File: config.mk
export PLATFORM = sky130hd
export DESIGN_NAME = ram_bus_arbiter
export DESIGN_NICKNAME = d
export VERILOG_FILES = /design/src/rtl/ram_bus_arbiter.sv
export SDC_FILE = /design/constraint.sdc
export NUM_CORES = 1
export LEC_CHECK = 0
export BUFFER_PORTS_ARGS = -buffer_cell sky130_fd_sc_hd__buf_2
export CORE_AREA = 2 2 202 204
export DETAILED_ROUTE_END_ITERATION = 12
export DIE_AREA = 0 0 204 206
export SLEW_MARGIN = 10
export SYNTH_ARGS = -nofsm -noshare
export SYNTH_HDL_FRONTEND = slang
export SYNTH_SLANG_ARGS = --single-unit
File: constraint.sdc
create_clock -name clock -period 1.95 [get_ports clock]
set_input_delay 0.0975 -clock clock [delete_from_list [all_inputs] [get_ports clock]]
set_output_delay 0.0975 -clock clock [all_outputs]
set_load 0.03 [all_outputs]
File: src/rtl/ram_bus_arbiter.sv
// ram_bus_arbiter
// Shares the single-ported simulation RAM between the instruction fetch
// port (IFU) and the load/store port (LSU). Each accepted request takes
// exactly three cycles: IDLE (grant), ACCESS (RAM cycle), RESP (rvalid).
// The RAM is addressed in 64-bit words relative to PC_START. Store data and
// byte masks are shifted into their lanes. Load data is shifted down and
// zero-extended.
//
// Optional feature: define RAM_UART_MMIO_EN to decode LSU accesses to
// UART_ADDR as a UART TX register instead of RAM.
//
// Ports
//   clock, reset                      clock, synchronous active-high reset
//   ifu_req_i/addr_i                  fetch request, held until granted
//   ifu_gnt_o/rvalid_o/rdata_o        fetch grant, response pulse, instruction
//   lsu_req_i/wen_i/addr_i/wdata_i/size_i  load/store request
//   lsu_gnt_o/rvalid_o/rdata_o        load/store grant, response pulse, load data
//   ram_en_o/idx_o/wen_o/wdata_o/wmask_o   RAMHelper request side
//   ram_rdata_i                       RAMHelper read data (combinational on idx)
//   uart_valid_o/uart_ch_o            UART character strobe and character
module ram_bus_arbiter #(
    parameter logic [63:0] PC_START  = 64'h8000_0000,
    parameter int          IDX_W     = 16,
    parameter logic [63:0] UART_ADDR = 64'h1000_0000
) (
    input  logic             clock,
    input  logic             reset,
    input  logic             ifu_req_i,
    input  logic [63:0]      ifu_addr_i,
    output logic             ifu_gnt_o,
    output logic             ifu_rvalid_o,
    output logic [31:0]      ifu_rdata_o,
    input  logic             lsu_req_i,
    input  logic             lsu_wen_i,
    input  logic [63:0]      lsu_addr_i,
    input  logic [63:0]      lsu_wdata_i,
    input  logic [1:0]       lsu_size_i,
    output logic             lsu_gnt_o,
    output logic             lsu_rvalid_o,
    output logic [63:0]      lsu_rdata_o,
    output logic             ram_en_o,
    output logic [IDX_W-1:0] ram_idx_o,
    output logic             ram_wen_o,
    output logic [63:0]      ram_wdata_o,
    output logic [63:0]      ram_wmask_o,
    input  logic [63:0]      ram_rdata_i,
    output logic             uart_valid_o,
    output logic [7:0]       uart_ch_o
);

    localparam logic [1:0] ST_IDLE   = 2'd0;
    localparam logic [1:0] ST_ACCESS = 2'd1;
    localparam logic [1:0] ST_RESP   = 2'd2;

    logic [1:0]  state_q, state_d;
    logic        rr_q, rr_d;              // 1: IFU wins the next tie
    logic        owner_lsu_q, owner_lsu_d;
    logic [63:0] addr_q, addr_d;
    logic [63:0] wdata_q, wdata_d;
    logic [1:0]  size_q, size_d;
    logic        wen_q, wen_d;
    logic [63:0] rdata_q, rdata_d;

    logic in_idle, in_access, in_resp;
    logic grant_lsu, grant_ifu;
    logic uart_hit;

    // Reset gates every control output, so a stale state never leaks out
    // during a reset cycle.
    assign in_idle   = (state_q == ST_IDLE)   && !reset;
    assign in_access = (state_q == ST_ACCESS) && !reset;
    assign in_resp   = (state_q == ST_RESP)   && !reset;

    // LSU wins a tie unless the previous grant went to the LSU.
    assign grant_lsu = in_idle && lsu_req_i && (!ifu_req_i || !rr_q);
    assign grant_ifu = in_idle && ifu_req_i && !grant_lsu;
    assign lsu_gnt_o = grant_lsu;
    assign ifu_gnt_o = grant_ifu;

    // ---------------- address and lane datapath ----------------
    logic [63:0] idx_full;
    logic [2:0]  off;
    logic [5:0]  shift_bits;
    logic [3:0]  nbytes;
    logic [15:0] lane_run, lane_wide;
    logic [7:0]  byte_mask;
    logic [63:0] wmask_full, wdata_aligned, size_mask, load_data;
    logic [31:0] fetch_data;
    logic        unused_addr_bits;

    assign idx_full         = (addr_q - PC_START) >> 3;   // wraps on underflow
    assign unused_addr_bits = ^{idx_full[63:IDX_W], lane_wide[15:8]};
    assign off              = addr_q[2:0];
    assign shift_bits       = {off, 3'b000};

    // Lanes shifted past byte 7 are dropped by taking only the low byte.
    assign nbytes        = 4'd1 << size_q;
    assign lane_run      = (16'd1 << nbytes) - 16'd1;
    assign lane_wide     = lane_run << off;
    assign byte_mask     = lane_wide[7:0];
    assign wdata_aligned = wdata_q << shift_bits;

    always_comb begin
        wmask_full = '0;
        for (int i = 0; i < 8; i++) begin
            wmask_full[i*8 +: 8] = {8{byte_mask[i]}};
        end
    end

    always_comb begin
        case (size_q)
            2'd0:    size_mask = 64'h0000_0000_0000_00FF;
            2'd1:    size_mask = 64'h0000_0000_0000_FFFF;
            2'd2:    size_mask = 64'h0000_0000_FFFF_FFFF;
            default: size_mask = 64'hFFFF_FFFF_FFFF_FFFF;
        endcase
    end

    assign load_data  = (ram_rdata_i >> shift_bits) & size_mask;
    assign fetch_data = addr_q[2] ? ram_rdata_i[63:32] : ram_rdata_i[31:0];

`ifdef RAM_UART_MMIO_EN
    assign uart_hit     = owner_lsu_q && (addr_q == UART_ADDR);
    assign uart_valid_o = in_access && uart_hit && wen_q;
    assign uart_ch_o    = uart_valid_o ? wdata_q[7:0] : 8'd0;
`else
    assign uart_hit     = 1'b0;
    assign uart_valid_o = 1'b0;
    assign uart_ch_o    = 8'd0;
`endif

    // ---------------- RAM and response outputs ----------------
    assign ram_en_o    = in_access && !uart_hit;
    assign ram_wen_o   = ram_en_o && wen_q;
    assign ram_idx_o   = ram_en_o  ? idx_full[IDX_W-1:0] : '0;
    assign ram_wdata_o = ram_wen_o ? wdata_aligned : 64'd0;
    assign ram_wmask_o = ram_wen_o ? wmask_full : 64'd0;

    assign lsu_rvalid_o = in_resp && owner_lsu_q;
    assign ifu_rvalid_o = in_resp && !owner_lsu_q;
    assign lsu_rdata_o  = lsu_rvalid_o ? rdata_q : 64'd0;
    assign ifu_rdata_o  = ifu_rvalid_o ? rdata_q[31:0] : 32'd0;

    // ---------------- next state ----------------
    always_comb begin
        state_d     = state_q;
        rr_d        = rr_q;
        owner_lsu_d = owner_lsu_q;
        addr_d      = addr_q;
        wdata_d     = wdata_q;
        size_d      = size_q;
        wen_d       = wen_q;
        rdata_d     = rdata_q;
        case (state_q)
            ST_IDLE: begin
                if (grant_lsu) begin
                    state_d     = ST_ACCESS;
                    rr_d        = 1'b1;
                    owner_lsu_d = 1'b1;
                    addr_d      = lsu_addr_i;
                    wdata_d     = lsu_wdata_i;
                    size_d      = lsu_size_i;
                    wen_d       = lsu_wen_i;
                end else if (grant_ifu) begin
                    state_d     = ST_ACCESS;
                    rr_d        = 1'b0;
                    owner_lsu_d = 1'b0;
                    addr_d      = ifu_addr_i;
                    wdata_d     = 64'd0;
                    size_d      = 2'd2;
                    wen_d       = 1'b0;
                end
            end
            ST_ACCESS: begin
                state_d = ST_RESP;
                if (!owner_lsu_q)            rdata_d = {32'd0, fetch_data};
                else if (wen_q || uart_hit)  rdata_d = 64'd0;
                else                         rdata_d = load_data;
            end
            default: state_d = ST_IDLE;
        endcase
    end

    // NOTE: non-blocking assignments keep every register update in this block
    // seeing the pre-edge values; the reset is synchronous, so it sits inside
    // the clocked branch rather than in the sensitivity list.
    always_ff @(posedge clock) begin
        if (reset) begin
            state_q     <= ST_IDLE;
            rr_q        <= 1'b0;
            owner_lsu_q <= 1'b0;
            addr_q      <= 64'd0;
            wdata_q     <= 64'd0;
            size_q      <= 2'd0;
            wen_q       <= 1'b0;
            rdata_q     <= 64'd0;
        end else begin
            state_q     <= state_d;
            rr_q        <= rr_d;
            owner_lsu_q <= owner_lsu_d;
            addr_q      <= addr_d;
            wdata_q     <= wdata_d;
            size_q      <= size_d;
            wen_q       <= wen_d;
            rdata_q     <= rdata_d;
        end
    end

endmodule

==> metrics.txt <==
outcome=complete, but fails checks; failing checks=negative setup slack; crit end category=output port; Reg2Reg Setup Slack=~20 ps; final worst slack=-247 ps; main flop type after synthesis=dfxtp_1; clk slew on worst S/H paths=~60 ps; TritonCTS Buffers=17; Clock Sinks=153; Vias per Instance=between 5 and 6; initial antenna violation count=5; gr usage total=0.228; unrepaired setup endpoints after global routing=yes; cell mode on critical path=buf_12; register area=approximately 3100 sq um; Tcrit/Tclk final=1.13; peak supply drop=roughly 0.66 mV; vias in the first global route=11,900; largest net degree at the start of global routing=68; I/O pins=between 500 and 600; yosys warns=0; dpl cells=roughly 2,200; first-pass GRT wire length=slightly above 70 mm; CTS tree=done; Synth Instances=1,313; Non-Filler Instances=2,412; Multi-input gate area=7790 sq um; number of synthesized flops with an enable pin=0; post-synthesis register bit count=~150; Initial Utilization=0.262; worst-path cell chain=buf_12 > buf_12 > buf_12 > mux2_4 > mux2i_2 > o2bb2ai_2 > buf_6; Post-DP HPWL=between 30 and 40 mm; final wirelength=~54 mm; Core ar.=between 40,000 and 50,000 sq um; R2R Path Start=addr_q[1]$_SDFFE_PP0P_; CTS HTree Levels=4; Hold Crit Depth=3; Fin Setup TNS=-25,640 ps; Slew Limit Fails=0; fillcell total=3,676; Final Core Density=0.473; Hold Path Origin=ifu_addr_i[0]; Fmax achieved=0.455 GHz; die width=around 200 um; Crit Path Class=reg2out; Cell Area, Synth=10,500 sq um; FP Rows=74; Worst Skew=5.83 ps; root buffer cell=clkbuf_16; CP top delay family=multiplexers; CP startpoint kind=flip-flop; residual DRC count=0; Crit Reg-Reg Endpoint=rdata_q[5]$_SDFFE_PP0N_; busiest metal layer after global routing=met2; slowest cell on the critical path=dfxtp_4; TritonRoute pass-1 iters=6; global routing usage on met1=0.264; antenna-violating nets left=0; # nets final=2,126; Slew @ Worst Pin=around 760 ps; sequential area share after synthesis=0.291; crit path buf inv count=4; worst hold path class=in2reg; Async SR Flop Fraction=0; hold path endpoint=addr_q[0]$_SDFFE_PP0P_; routability congestion estimate from global placement=about 1.0; DIE HEIGHT=a little over 200 um; die area=roughly 42,000 sq um; I/O Buffers=418; fraction of layout cells with a size suffix above 1=0.494; fin crit period=about 2200 ps; CP required=~1900 ps; syn_area_per_cell=8.01 sq um; Area growth syn-to-layout=80.9%; crit path max fanout=8; grt met2 use=0.403; R2R depth=6; Worst-Skew Late Latency=between 400 and 500 ps; total grt overflow=0; final setup violation count=210; initial DRC count=~1,100; Maximum Capacitance Violations=0; Rel. slew slack=0.492; Final Hold Vio Count=0; GRT met3 Usage=0.0486; library cells used by synthesis=53; Avg WL per Cell=22.2 um; Leak=slightly below 8 nW; total power=~10 mW; Worst Path Arrival=approximately 2100 ps; Vias=~13,000; number of buffers on the longest clock path=2; Power Density=528 nW/um^2; Critical Path Max Stage Delay=470 ps
-- power by group --
part	internal (mW)	total [mW]	switching, mW
logic	1.47	3.13	1.66
clock network	1.91	3.40	1.48
registers	3.30	3.51	0.211
-- how the worst max path moves through the flow --
stage	start	endpoint	slack [ps]	cells past startpoint
CTS	state_q[0]$_SDFFE_PP0P_	ram_wmask_o[12]	-220	6
global placement	addr_q[1]$_SDFFE_PP0P_	ram_wdata_o[57]	-30	6
floorplan	state_q[1]$_SDFFE_PP0P_	ram_wdata_o[40]	-200	5
detailed placement	addr_q[1]$_SDFFE_PP0P_	ram_wdata_o[57]	-30	6
global route	state_q[0]$_SDFFE_PP0P_	ram_wdata_o[40]	-320	6
finish	addr_q[1]$_SDFFE_PP0P_	ram_wdata_o[35]	-250	7
-- per-layer routing --
metal	vias up	share of wire
li1	5743	-
met1	6170	0.37
met2	728	0.50
met3	143	0.076
met4	4	0.045
met5	-	0.00054
-- cell usage in the layout (no fill, tap or decap), types with 33 or more instances in the layout --
| cell type | count |
|---|---|
| and2_4 | 78 |
| a22oi_1 | 103 |
| nand2_1 | 56 |
| dlygate4sd3_1 | 108 |
| buf_12 | 38 |
| nor2_1 | 192 |
| buf_2 | 191 |
| mux2i_1 | 106 |
| dfxtp_1 | 144 |
| mux2_2 | 33 |
| and2_1 | 37 |
| buf_4 | 128 |
| buf_6 | 188 |
| o21ai_0 | 36 |
-- what timing repair did --
item,in CTS,in global routing
resized for setup,318,555
hold buffers,108,0
pin swaps,19,31
endpoints found under the hold margin,91,0
gates cloned,7,15
endpoints found under the setup margin,227,253
setup buffers,21,27
-- worst min-delay path: stages --
cell and delay [ps]:
buf_2 100, nand2_1 80, a311oi_1 130
-- synth_stat cells, types with 3 or more instances --
library cell | number | area share
a211oi_1 | 16 | 0.011
a21oi_1 | 36 | 0.017
a221oi_1 | 7 | 0.0058
a22oi_1 | 103 | 0.074
a311oi_1 | 20 | 0.017
a31oi_1 | 4 | 0.0024
and2_1 | 115 | 0.068
and3_1 | 10 | 0.0060
buf_1 | 5 | 0.0018
buf_2 | 43 | 0.020
buf_4 | 75 | 0.054
clkbuf_1 | 61 | 0.022
dfxtp_1 | 153 | 0.29
inv_1 | 4 | 0.0014
mux2_2 | 47 | 0.050
mux2i_1 | 129 | 0.12
mux4_2 | 7 | 0.015
nand2_1 | 58 | 0.021
nand2b_1 | 6 | 0.0036
nand3_1 | 6 | 0.0029
nand3b_1 | 9 | 0.0064
nor2_1 | 229 | 0.082
nor2b_1 | 3 | 0.0018
nor3_1 | 37 | 0.018
o211ai_1 | 5 | 0.0036
o21ai_0 | 47 | 0.022
o221ai_1 | 6 | 0.0050
o22ai_1 | 29 | 0.017
o2bb2ai_1 | 8 | 0.0067
o32ai_1 | 9 | 0.0075
-- sequential cells by signal, indices dropped and copies added, names as in the netlist --
| register | flops |
|---|---|
| wen_q | 1 |
| rdata_q | 64 |
| owner_lsu_q | 1 |
| wdata_q | 64 |
| addr_q | 19 |
| size_q | 2 |
| state_q | 2 |
-- per-stage QoR --
stage               hold slack (ps)  area, sq um  setup slack [ps]
CTS                            9.48        16700              -220
global route                   13.7        19000              -320
global placement                346        13600             -31.9
finish                         6.34        19000              -247
detailed placement              355        13600             -29.6
floorplan                       246        10600              -195
-- logic make-up after synthesis --
group | synth area share
and+or+nand+nor | 0.226
AOI/OAI and AO/OA | 0.192
buffers and inverters | 0.101
muxes | 0.188
DFF | 0.291
adders and majority gates | 0.00119
other | 0.000357
-- layout make-up --
class,instances,share of cell area
Antenna cell,6,0.000790
Clock buffer,20,0.0235
Clock inverter,11,0.00658
Inverter,7,0.00151
Multi-Input combinational cell,976,0.410
Sequential cell,153,0.163
Tap cell,532,0.0350
Timing Repair Buffer,707,0.361
No activity file was read; power rests on OpenSTA's default activity.
